<file path="config.mk">
export PLATFORM = sky130hd
export DESIGN_NAME = hazard_scoreboard
export DESIGN_NICKNAME = d
export VERILOG_FILES = /design/src/rtl/hazard_scoreboard.sv
export SDC_FILE = /design/constraint.sdc
export NUM_CORES = 1
export LEC_CHECK = 0
export CORE_MARGIN = 4
export CORE_UTILIZATION = 40
export CTS_BUF_LIST = sky130_fd_sc_hd__clkbuf_16
export DETAILED_ROUTE_END_ITERATION = 16
export GPL_TIMING_DRIVEN = 0
export PLACE_DENSITY = 0.66
export SYNTH_ARGS = -nofsm -noshare
export SYNTH_HDL_FRONTEND = slang
export SYNTH_SLANG_ARGS = --single-unit
</file>
<file path="constraint.sdc">
create_clock -name clk -period 2.7 [get_ports clk]
set_clock_uncertainty 0.1 [all_clocks]
set_input_delay 0.27 -clock clk [delete_from_list [all_inputs] [get_ports clk]]
set_output_delay 0.27 -clock clk [all_outputs]
set_load 0.03 [all_outputs]
</file>
<file path="src/rtl/hazard_scoreboard.sv">
// In-order pipeline hazard/forwarding scoreboard: tracks in-flight writers after ID,
// raises load-use stalls, selects the ID write-back bypass and registered EX forwarding.

module hazard_scoreboard_match #(
  parameter int RW = 5
) (
  input  logic          v,
  input  logic          wen,
  input  logic [RW-1:0] rd,
  input  logic [RW-1:0] src,
  input  logic          use_src,
  output logic          hit
);
  assign hit = v & wen & use_src & (src != '0) & (rd == src);
endmodule

module hazard_scoreboard #(
  parameter int DEPTH    = 3,
  parameter int LOAD_RDY = 2,
  parameter int NREG     = 32,
  parameter int SELW     = $clog2(DEPTH),
  parameter int CNTW     = 32
) (
  input  logic                     clk,
  input  logic                     reset,
  input  logic                     id_valid,
  input  logic [$clog2(NREG)-1:0]  id_rs1,
  input  logic [$clog2(NREG)-1:0]  id_rs2,
  input  logic                     id_use_rs1,
  input  logic                     id_use_rs2,
  input  logic [$clog2(NREG)-1:0]  id_rd,
  input  logic                     id_wen,
  input  logic                     id_is_load,
  input  logic                     flush,
  output logic                     stall,
  output logic                     id_wb_byp_rs1,
  output logic                     id_wb_byp_rs2,
  output logic [SELW-1:0]          ex_fwd_rs1,
  output logic [SELW-1:0]          ex_fwd_rs2,
  output logic [CNTW-1:0]          stall_cnt
);
  localparam int RW = $clog2(NREG);

  typedef struct packed {
    logic          v;
    logic [RW-1:0] rd;
    logic          wen;
    logic          ld;
  } entry_t;

  entry_t [DEPTH-1:0]       ent_pipe;
  entry_t                   ent_new;
  logic [1:0][RW-1:0]       src;
  logic [1:0]               src_use;
  logic [1:0][DEPTH-1:0]    hit;
  logic [1:0]               nrdy;
  logic [1:0]               byp;
  logic [1:0][SELW-1:0]     fwd_nxt;
  logic [1:0][SELW-1:0]     fwd_q;
  logic                     issue;

  assign src     = {id_rs2, id_rs1};
  assign src_use = {id_use_rs2, id_use_rs1};

  for (genvar s = 0; s < 2; s++) begin : g_src
    for (genvar k = 0; k < DEPTH; k++) begin : g_ent
      hazard_scoreboard_match #(.RW(RW)) u_match (
        .v       (ent_pipe[k].v),
        .wen     (ent_pipe[k].wen),
        .rd      (ent_pipe[k].rd),
        .src     (src[s]),
        .use_src (src_use[s]),
        .hit     (hit[s][k])
      );
    end
  end

  // Scan oldest to youngest so the youngest hit overwrites the result.
  always_comb begin
    nrdy    = '0;
    byp     = '0;
    fwd_nxt = '0;
    for (int s = 0; s < 2; s++) begin
      for (int k = DEPTH - 1; k >= 0; k--) begin
        if (hit[s][k]) begin
          nrdy[s]    = ent_pipe[k].ld && (k + 1 < LOAD_RDY);
          byp[s]     = (k == DEPTH - 1);
          fwd_nxt[s] = (k < DEPTH - 1) ? SELW'(k + 1) : '0;
        end
      end
    end
  end

  assign stall         = ~reset & id_valid & ~flush & (|nrdy);
  assign id_wb_byp_rs1 = ~reset & byp[0];
  assign id_wb_byp_rs2 = ~reset & byp[1];
  assign issue         = id_valid & ~stall & ~flush;

  always_comb begin
    ent_new = '0;
    if (issue) begin
      ent_new.v   = 1'b1;
      ent_new.rd  = id_rd;
      ent_new.wen = id_wen & (id_rd != '0);
      ent_new.ld  = id_is_load;
    end
  end

  always_ff @(posedge clk) begin
    if (reset) begin
      ent_pipe  <= '0;
      fwd_q     <= '0;
      stall_cnt <= '0;
    end else begin
      ent_pipe[DEPTH-1:1] <= ent_pipe[DEPTH-2:0];
      ent_pipe[0]         <= ent_new;
      fwd_q               <= issue ? fwd_nxt : '0;
      if (stall && (stall_cnt != {CNTW{1'b1}}))
        stall_cnt <= stall_cnt + CNTW'(1);
    end
  end

  assign ex_fwd_rs1 = fwd_q[0];
  assign ex_fwd_rs2 = fwd_q[1];
endmodule

</file>
# --- After elaboration in Yosys (flattened, before gate mapping) ---
# Index checks and enable logic that the tools add are counted.
totals:
  reg_bits: 58
  wordCells: 77
  in_bits: 23
  output_inout_bits: 39
op_classes:
  n_eq_ne: 7
  reduce_logical: 8
  mux: 13
  bitwise: 33
  addsub: 1
op_table:
  columns: ["op", "count"]
  rows:
  - ["$add 32x1->32 const B", 1]
  - ["$ne 32x32->1 const B", 1]
  - ["$eq 5x5->1", 6]
  - ["$and 1x1->1", 29]
  - ["$reduce_bool 5->1", 3]
  - ["$mux 1", 10]
  - ["$mux 8", 1]
  - ["$reduce_or 3->1", 2]
  - ["$mux 2", 2]
  - ["$not 1->1", 4]
  - ["$reduce_or 2->1", 2]
  - ["$logic_and 1x1->1", 1]

# --- Longest topological paths before layout ---
# Gate-level depths: netlist of run 1.
depth:
  word_depth: 12
  ltp_mapped: 9
  depth_no_buf: 7

# --- Cells and area by module ---
# Synthesis of run 1 repeated with hierarchy kept, for this count alone.
unflattened:
  cells_unflattened: 323
  area_unflattened_um2: 2880.3
by_module_without_submodules:
  columns: ["module", "instances", "area_per_inst_um2", "cells_per_inst"]
  rows:
  - ["hazard_scoreboard", 1, 2444.8, 263]
  - ["hazard_scoreboard_match", 6, 72.6, 10]

# --- Worst setup path after synthesis of run 1 ---
# No wires, ideal clock.
synth_timing:
  kind: "input to output"
  from: "in id_rs1[1]"
  to: "out id_wb_byp_rs1"
  n_path_buf: 0
  path_stages: 4
  required_time_ns: 2.330
  t_arrival_ns: 2.171
  path_slack_ns: 0.159
  cell_sequence: "or4_1 -> o21ai_2 -> nor3_4 -> nor4b_1"
synth_via:
  elab_chain_cells: 7
synth_lines:
  columns: ["element", "line_no", "source"]
  rows:
  - ["start, declared", "27", "input logic [$clog2(NREG)-1:0] id_rs1,"]
  - ["$reduce_bool 5->1", "14", "assign hit = v & wen & use_src & (src != '0) & (rd == src);"]
  - ["$and 1x1->1 (2 in series)", "14", null]
  - ["$mux 1 (2 in series)", "85", "if (hit[s][k]) begin"]
  - ["$mux 1 *", "85", null]
  - ["$and 1x1->1 *", "95", "assign id_wb_byp_rs1 = ~reset & byp[0];"]
  - ["end, declared", "36", "output logic id_wb_byp_rs1,"]
# Mark *: on every way between the ends. The rest lies on a longest branch, timed or not.

# --- Worst setup path after layout of run 1 ---
layout_timing:
  from: "in id_rs2[4]"
  to: "reg stall_cnt[18]"
layout_via:
  elab_chain_cells: 7
layout_lines:
  columns: ["element", "line_no", "source"]
  rows:
  - ["start, declared", "28", "input logic [$clog2(NREG)-1:0] id_rs2,"]
  - ["$reduce_bool 5->1", "14", null]
  - ["$and 1x1->1", "14", null]
  - ["$and 1x1->1 *", "14", null]
  - ["$mux 1 *", "85", null]
  - ["$reduce_or 2->1 *", "94", "assign stall = ~reset & id_valid & ~flush & (|nrdy);"]
  - ["$and 1x1->1 *", "94", null]
  - ["$logic_and 1x1->1 *", "118", "if (stall && (stall_cnt != {CNTW{1'b1}}))"]
  - ["end signal, assigned", "119", "stall_cnt <= stall_cnt + CNTW'(1);"]
  - ["end, declared", "40", "output logic [CNTW-1:0] stall_cnt"]
# Marked as above.
# A chain may end at the register's enable or synchronous reset.

==> impl_metrics.toml, run 1 <==
[route]
drt_wl_total_mm = 7.26
drc_errors = 0
via_per_inst = 5.35
dr.pass1.iters = 4
vias = 2587
antenna_left = 0
drt_iter0_drc = 153
wl_per_cell_um = 15.0

[synth]
synth_top_cell_area_share = 0.413
synthAdderAreaFrac = 0.00445
synth_top_family_by_area = "simple AND/OR/NAND/NOR gates"
dominantRegCellSynth = "dfxtp_1"
syn_area_um2 = 2810
synth-simple-area-share = 0.291
synth_xor_area_frac = 0.0997
synth_cell_types = 45
ys_seq_area_frac = 0.413
synthArstFlopShare = 0
avgSynthCellArea_um2 = 9.19
syn_nets = 330
muxShareOfSynthArea = 0.0129
yosysWarnings = 0
synth_compound_area_frac = 0.142
synth.largest_area_cell = "dfxtp_1"
synth_edf_count = 0
yosys-top-cells-area = "dfxtp_1 (41%), xnor2_1 (7.8%), or4_1 (3.7%), a21oi_1 (3.6%), nor2b_1 (3.6%)"
syn_inst = 306
ys_seq_elements = 58

[cells_and_area]
utilization = 0.580
postLayoutCellArea_um2 = 3940
drive_gt1_frac = 0.124
area_growth_pct = 40.1
fin_nets = 407
antennaDiodeCount = 0
instances_no_fill = 484
nFillCells = 618

[sta]
layout_setup_ws_ps = 147
maxSlewHeadroom = 0.627
worst_pin_slew_ps = 555
finalCritPeriodShare = 0.945
fin_crit_ps = 2550
finalHoldViolations = 0
drv_slew = 0
rsz0062_at_grt = "no"
setup_viol = 0
fmax_mhz = 392

[floorplanning]
core-area_um2 = 6790
start_util = 0.414
rows = 30
die_h_um = 91.8
die_area_um2 = 8430
die_w_um = 91.8
ios = 62

[cts]
htreeDepth = 3
clock-root-buffer = "clkbuf_16"
cts_tree = "built"
clock_latency_ps = 320
path_clk_slew_ps = 50
cts_buffers = 9
clock_path_buffers = 2
cts.sinks = 58

[placement]
preCtsSetupSlack_ps = -521
post_dp_cell_area_um2 = 3540
place_congestion = 0.877
dp_hpwl_mm = 5.37
dp_cells = 463
port_buffers = 61

[critical_path]
critPathKind = "primary input to flop"
cp-endpoint = "stall_cnt[18]"
crit_fanout = 10
ff2ff_setup_slack_ps = 180
end_kind = "flop"
cp-start-kind = "primary input"
worst-endpoint-arrival_ps = 2670
required_ps = 2810
reg2reg_depth = 8
crit_start = "id_rs2[4]"
r2r-end = "stall_cnt[1]"
r2r_start = "stall_cnt[12]"

[global_route]
grt_usage = 0.179
overflow = 0
grt_first_pass_wirelength_mm = 12.0
grt_max_degree = 11
antenna_found_initial = 0
grt_pass1_vias = 2457

[pwr]
peakVddDrop_uv = 405
leakage_nw = 1.33
powerDensity_nw_per_um2 = 572

[run_status]
status = "completed"

[min_path]
holdCritPathClass = "flop to flop"

[job]
drv_cap = 0
[cell type report]
class | instances | area [um^2] | share of cell area
buffer | 11 | 76.3 | 0.0194
clock buffer | 9 | 225 | 0.0572
clock inverter | 7 | 109 | 0.0276
inverter | 8 | 30.0 | 0.00762
multi-input combinational | 229 | 1590 | 0.403
sequential | 58 | 1160 | 0.295
tap | 96 | 120 | 0.0305
timing repair buffer | 66 | 627 | 0.159
[state kept, by name, indices dropped and copies added (netlist names)]
register	cells
ex_fwd_rs1	2
ent_pipe	22
ex_fwd_rs2	2
stall_cnt	32
[how the worst min path moves through the flow]
stage,startpoint,to,slack [ps],cells past startpoint
4_1_cts,ent_pipe[9],ent_pipe[17],370,1
2_1_floorplan,id_is_load,ent_pipe[0],290,1
6_report,ent_pipe[9],ent_pipe[17],360,1
3_3_place_gp,ent_pipe[9],ent_pipe[17],350,1
3_5_place_dp,ent_pipe[9],ent_pipe[17],360,1
5_1_grt,ent_pipe[9],ent_pipe[17],390,1
[through the flow]
step	TNS (ps)	hold WS (ps)	total power, mW
after floorplan	0	292	0.934
after global placement	-2370	353	0.990
after detailed placement	-2810	356	0.993
after CTS	0	366	2.27
after global routing	0	385	2.32
final	0	363	2.25
[critical path, cell delays in order]
cell and delay [ps]:
clkdlybuf4s50_1 640, xnor2_1 180, nand4_1 200, nor3_4 280, buf_4 200, o211ai_4 110
buf_6 160, nor4_1 290, mux2_4 330
[report_power, final]
group | leakage [nW] | switching (mW) | total [mW] | internal, mW
Sequential | 0.469 | 0.00555 | 0.869 | 0.864
Combinational | 0.696 | 0.0516 | 0.104 | 0.0528
Clock | 0.170 | 0.390 | 1.28 | 0.891
Total | 1.33 | 0.447 | 2.25 | 1.81
[per-layer routing]
layer / track usage / routed length (um)
met5: 0 / 0
met4: 0.0507 / 78
met3: 0.0484 / 412
met2: 0.307 / 3610
met1: 0.219 / 3150
[layout by cell type, fill, tap and decap left out, drive strengths merged, types with 3 or more instances in the layout]
master / Yosys / layout
and3: 5 / 5
xnor2: 25 / 25
inv: 8 / 9
buf: 6 / 12
nand2: 17 / 17
or4: 14 / 14
and4: 3 / 3
o31ai: 9 / 9
or2: 3 / 3
o21a: 4 / 4
bufinv: 0 / 3
nor2b: 16 / 16
nand3: 18 / 18
a21oi: 20 / 20
nor4: 8 / 8
dlygate4sd2: 0 / 7
nor2: 8 / 8
xor2: 7 / 7
o211ai: 3 / 3
clkbuf: 5 / 16
dfxtp: 58 / 58
and2: 9 / 9
o21ai: 15 / 15
nor3: 5 / 5
clkdlybuf4s50: 0 / 50
clkinv: 0 / 3
or3: 11 / 11
nand4: 11 / 11
[cell usage after synthesis, types with 5 or more instances]
cell type	number
and2_1	9
dfxtp_1	58
nand3_1	18
nor2_1	7
xnor2_1	25
nand4_1	10
nor2b_1	16
inv_1	8
and3_1	5
or4_1	14
nand2_1	17
nor4_1	8
o21ai_1	8
a21oi_1	20
xor2_1	7
o31ai_1	9
clkbuf_1	5
or3_1	11
[timing repair]
| item | in CTS | in global routing |
|---|---|---|
| endpoints found under the setup margin | 3 | 8 |
| resized for setup | 17 | 12 |
| hold buffers | 0 | 0 |
| pin swaps | 3 | 1 |
| setup buffers | 2 | 3 |
[cells by family after synthesis]
| family | after synthesis |
|---|---|
| and+or+nand+nor | 134 |
| AOI/OAI and AO/OA | 59 |
| DFF | 58 |
| xor gates and xnor gates | 32 |
| buffers and inverters | 19 |
| muxes | 3 |
| adders and majority gates | 1 |
Note: power is estimated with default switching activity, not from simulation.
==> run 2, diff against run 1 <==
Settings changed: PLACE_DENSITY 0.66 to 0.65, SYNTH_HIERARCHICAL set to 1.
==> run 2 against run 1 <==
  * Flip-flop and latch count unchanged
  * First-iteration DRC count down 21%
  * Non-clock buffer count up 3
  * Global-route usage up 1.6 points
  * Final cell count up 3.7%
  * Fmax down 3.3%
  * Register-to-register slack worse by 120 ps
  * Combinational power up 4%
  * Critical endpoint is now stall_cnt[28]
  * Largest cell class unchanged
  * Largest power group unchanged
==> impl_metrics.toml, run 2 <==
[route]
vias = 2772
drt_wl_total_mm = 8.01
via_per_inst = 5.52
drt_iter0_drc = 121
antenna_left = 0
dr.pass1.iters = 4
drc_errors = 0
wl_per_cell_um = 16.0

[global_route]
grt_usage = 0.195
antenna_found_initial = 0
grt_first_pass_wirelength_mm = 13.3
overflow = 0
grt_pass1_vias = 2680
grt_max_degree = 11

[synth]
syn_inst = 323
syn_area_um2 = 2880
synth.largest_area_cell = "dfxtp_1"
syn_nets = 347
yosysWarnings = 6
synth_cell_types = 41
synth_top_cell_area_share = 0.403
avgSynthCellArea_um2 = 8.92
synthArstFlopShare = 0
ys_seq_elements = 58
synth_edf_count = 0
ys_top_cells_by_count = "dfxtp_1 (58), xnor2_1 (32), nand4_1 (24)"
synth.most_common_cell = "dfxtp_1"
yosys-top-cells-area = "dfxtp_1 (40%), xnor2_1 (9.7%), nand4_1 (5.2%), or4_1 (5.0%), nor2b_1 (4.1%)"
dominantRegCellSynth = "dfxtp_1"
ys_seq_area_frac = 0.403

[cells_and_area]
antennaDiodeCount = 0
area_growth_pct = 39.5
utilization = 0.582
fin_nets = 425
largest_reg_flops = 32
layout_common_cells = "dfxtp_1 (56), clkdlybuf4s50_1 (47), xnor2_1 (32)"
instances_no_fill = 502
drive_gt1_frac = 0.123
postLayoutCellArea_um2 = 4020
top_register = "stall_cnt"
top_regs = "stall_cnt x32, ent_pipe x22"
final_common_cell = "dfxtp_1"

[job]
drv_cap = 0

[placement]
port_buffers = 61
dp_cells = 480
preCtsSetupSlack_ps = -903
post_dp_cell_area_um2 = 3610
place_congestion = 0.812
dp_hpwl_mm = 5.65

[sta]
finalHoldViolations = 0
setup_viol = 0
fmax_mhz = 379
worst_pin_slew_ps = 695
fin_crit_ps = 2640
finalCritPeriodShare = 0.978
maxSlewHeadroom = 0.536
drv_slew = 0
tns_ps = 0
whs_ps = 381
layout_setup_ws_ps = 59.1
rsz0062_at_grt = "yes"

[floorplanning]
ios = 62
die_area_um2 = 8620
die_h_um = 92.9
rows = 30
start_util = 0.417
core-area_um2 = 6910
die_w_um = 92.9

[min_path]
worstHoldStart = "ent_pipe[15]"
holdPathEnd = "ent_pipe[23]"
holdCritPathClass = "flop to flop"
min_path_cells = 1

[cts]
cts_buffers = 9
htreeDepth = 3
clock_path_buffers = 2
path_clk_slew_ps = 50
cts_tree = "built"
cts_hold_buf = 0
cts.sinks = 58
clock-root-buffer = "clkbuf_16"
clock_latency_ps = 320

[critical_path]
worst-endpoint-arrival_ps = 2790
cp-start-kind = "flop"
crit_fanout = 10
r2r-end = "stall_cnt[28]"
reg2reg_depth = 9
r2r_start = "ent_pipe[2]"
ff2ff_setup_slack_ps = 60
required_ps = 2840
critPathKind = "flop to flop"
end_kind = "flop"

[pwr]
power_mw = 2.25
peakVddDrop_uv = 301
leakage_nw = 1.32
powerDensity_nw_per_um2 = 560

[run_status]
status = "completed"
## run 2: cell count changes after synthesis, sizes merged, moves of 4 or more
cell   before  now
xor2        7    1
nand3      18    8
and2        9    3
xnor2      25   32
nor2        8   21
or4        14   19
o31ai       9   14
nand4      11   24
nor4        8    3
and3        5   11
o21ai      15   11
## run 2: report_power, final
| group | leakage, nW | total (mW) | switching [mW] | internal (mW) |
|---|---|---|---|---|
| registers | 0.469 | 0.869 | 0.00559 | 0.864 |
| clock network | 0.162 | 1.27 | 0.381 | 0.890 |
| logic | 0.692 | 0.108 | 0.0555 | 0.0530 |
## run 2: what timing repair did
item / 4_1_cts / 5_1_grt
endpoints found under the setup margin: 34 / 27
gates cloned: 0 / 0
pin swaps: 3 / 8
setup buffers: 4 / 2
gates resized for setup: 22 / 16
## run 2: worst max path at each step
stage | from | endpoint | slack (ps) | cells past startpoint
final | ent_pipe[2] | stall_cnt[28] | 60 | 9
after global routing | ent_pipe[4] | stall_cnt[28] | -110 | 9
after CTS | ent_pipe[3] | stall_cnt[28] | 20 | 9
after detailed placement | id_rs2[2] | stall_cnt[28] | -900 | 10
after global placement | id_rs1[2] | stall_cnt[28] | -930 | 10
after floorplan | ent_pipe[4] | stall_cnt[28] | 120 | 9
## run 2: metal layers
metal  share of wire  global-route usage
met1            0.46               0.260
met2            0.47               0.309
met3           0.046              0.0341
met4           0.019              0.0855
met5               0                   0
## run 2: layout make-up
type / count / area [um^2]
fillers: 636 / 2890
multi-input cells: 247 / 1690
flip-flops and latches: 58 / 1160
repair buffers: 67 / 627
clock buffers: 9 / 225
well taps: 96 / 120
clock inverters: 7 / 109
plain buffers: 13 / 68.8
inverters: 5 / 18.8
## run 2: cells by family after synthesis
kind of cell,after synthesis,synth area share
AND/OR/NAND/NOR,154,0.326
XOR/XNOR,33,0.100
buffers and inverters,18,0.0304
flip-flops,58,0.403
adder cells (fa/ha/maj),1,0.00434
multiplexers,5,0.0191
AO/OA/AOI/OAI,54,0.116
## run 2: worst max-delay path, cell delays in order (launching register included)
cell     delay, ps
dfxtp_1        370
xnor2_1        150
nand4_1        180
nor3_4         200
o21a_1         190
nand4_1        130
or3_4          420
buf_2          190
or4_1          470
a21oi_1        160
==> run 3, diff against run 2 <==
Settings changed: GPL_TIMING_DRIVEN 0 to unset.
==> run 3 against run 2 <==
  * Clock power decreased by 17%
  * Global-route usage decreased by 0.44 points
  * Worst hold slack got worse by 120 ps
  * Non-clock buffer count increased by 28
  * Power decreased by 8.6%
  * Wire length increased by 2.3%
  * Final cell count increased by 5.8%
  * Worst setup slack improved by 94 ps
  * Die area unchanged
  * Critical endpoint is now stall_cnt[26]
  * Largest cell class unchanged
  * Largest power group unchanged
  * Highest routed layer unchanged
==> impl_metrics.toml, run 3 (synthesis gave the netlist of run 2 again) <==
[cts]
clock-root-buffer = "clkbuf_16"
cts_buffers = 9
htreeDepth = 3
clock_latency_ps = 320
clock_path_buffers = 2
path_clk_slew_ps = 50
cts.sinks = 58
cts_hold_buf = 0
cts_tree = "built"

[placement]
dp_cells = 511
dp_hpwl_mm = 5.85
place_congestion = 0.903
port_buffers = 61
preCtsSetupSlack_ps = -499

[route]
drt_wl_total_mm = 8.20
drt_iter0_drc = 109
via_per_inst = 5.52
drc_errors = 0
vias = 2931
dr.pass1.iters = 4
antenna_left = 0
wl_per_cell_um = 15.4

[floorplanning]
start_util = 0.417
rows = 30
die_h_um = 92.9
ios = 62
die_w_um = 92.9
die_area_um2 = 8620
core-area_um2 = 6910

[sta]
fmax_mhz = 393
maxSlewHeadroom = 0.543
setup_viol = 0
finalHoldViolations = 0
fin_crit_ps = 2550
worst_pin_slew_ps = 685
drv_slew = 0
finalCritPeriodShare = 0.943
rsz0062_at_grt = "no"
layout_setup_ws_ps = 153

[critical_path]
crit_slowest_cell = "or4_1"
worst-endpoint-arrival_ps = 2700
max_stage_delay_ps = 480
cp-start-kind = "flop"
critPathKind = "flop to flop"
crit_fanout = 5
end_kind = "flop"
required_ps = 2850
crit_path_frequent_cell = "nand4_1"
path_cells = "xnor2_1 > nand4_1 > nor3_4 > o21a_1 > nand4_1 > or3_4 > or4_1 > a21oi_1"

[pwr]
powerDensity_nw_per_um2 = 480
peakVddDrop_uv = 313
leakage_nw = 1.56

[global_route]
overflow = 0
antenna_found_initial = 0
grt_first_pass_wirelength_mm = 13.1
grt_pass1_vias = 2770
grt_max_degree = 39
grt_usage = 0.191

[cells_and_area]
instances_no_fill = 531
largest_reg_flops = 32
fin_nets = 455
utilization = 0.620
top_regs = "stall_cnt x32, ent_pipe x22"
area_growth_pct = 48.7
top_register = "stall_cnt"
antennaDiodeCount = 0
layout_common_cells = "dfxtp_1 (53), buf_4 (50), clkdlybuf4s50_1 (47)"
drive_gt1_frac = 0.209
final_common_cell = "dfxtp_1"
nFillCells = 620

[run_status]
status = "completed"

[min_path]
holdCritPathClass = "primary input to flop"

[job]
drv_cap = 0
run 3: what timing repair did:
item / CTS / global route
pin swaps: 1 / 12
endpoints found under the setup margin: 16 / 21
gates cloned: 0 / 2
resized for setup: 5 / 23
setup buffers: 1 / 2
run 3: per-layer routing:
| layer | routed length [um] | track usage | share of wire | up-vias |
|---|---|---|---|---|
| met5 | 0 | 0 | 0 | - |
| met4 | 147 | 0.0842 | 0.018 | 0 |
| met3 | 418 | 0.0357 | 0.051 | 14 |
| met2 | 3940 | 0.309 | 0.48 | 77 |
| met1 | 3690 | 0.246 | 0.45 | 1414 |
| li1 | - | - | - | 1426 |
run 3: final cells by class:
class / count / area [um^2] / area share
repair buffers: 108 / 976 / 0.228
well taps: 96 / 120 / 0.0281
inverters: 5 / 18.8 / 0.00438
multi-input cells: 249 / 1720 / 0.402
clock buffers: 9 / 225 / 0.0526
clock inverters: 6 / 51.3 / 0.0120
flip-flops and latches: 58 / 1170 / 0.273
run 3: worst max-delay path, delay by kind of cell (launching register included):
kind / cells / cell delay (ps)
AND/OR/NAND/NOR: 5 / 1550
flip-flops: 1 / 340
AO/OA/AOI/OAI: 2 / 320
XOR/XNOR: 1 / 180
run 3: power by group:
part / leakage, nW / internal [mW] / total, mW / switching (mW)
Clock: 0.145 / 0.693 / 1.06 / 0.368
Sequential: 0.470 / 0.865 / 0.871 / 0.00596
Combinational: 0.940 / 0.0678 / 0.124 / 0.0565
Total: 1.56 / 1.63 / 2.06 / 0.430
run 3: worst paths after layout:
kind	start	endpoint	slack (ps)	cells after the start
worst max-delay path	ent_pipe[3]	stall_cnt[26]	150	8
worst min register to register	ent_pipe[7]	ent_pipe[15]	380	1
worst max register to register	ent_pipe[3]	stall_cnt[26]	150	8
worst min-delay path	reset	ent_pipe[13]	260	2
run 3: through the flow:
step | hold slack, ps | setup TNS (ps) | instance area (um^2) | power (mW)
finish | 256 | 0 | 4280 | 2.06
global route | 266 | 0 | 4280 | 2.12
CTS | 252 | 0 | 4170 | 2.07
detailed placement | 377 | -9530 | 3860 | 1.01
global placement | 371 | -6840 | 3860 | 1.01
floorplan | 301 | 0 | 2880 | 0.937
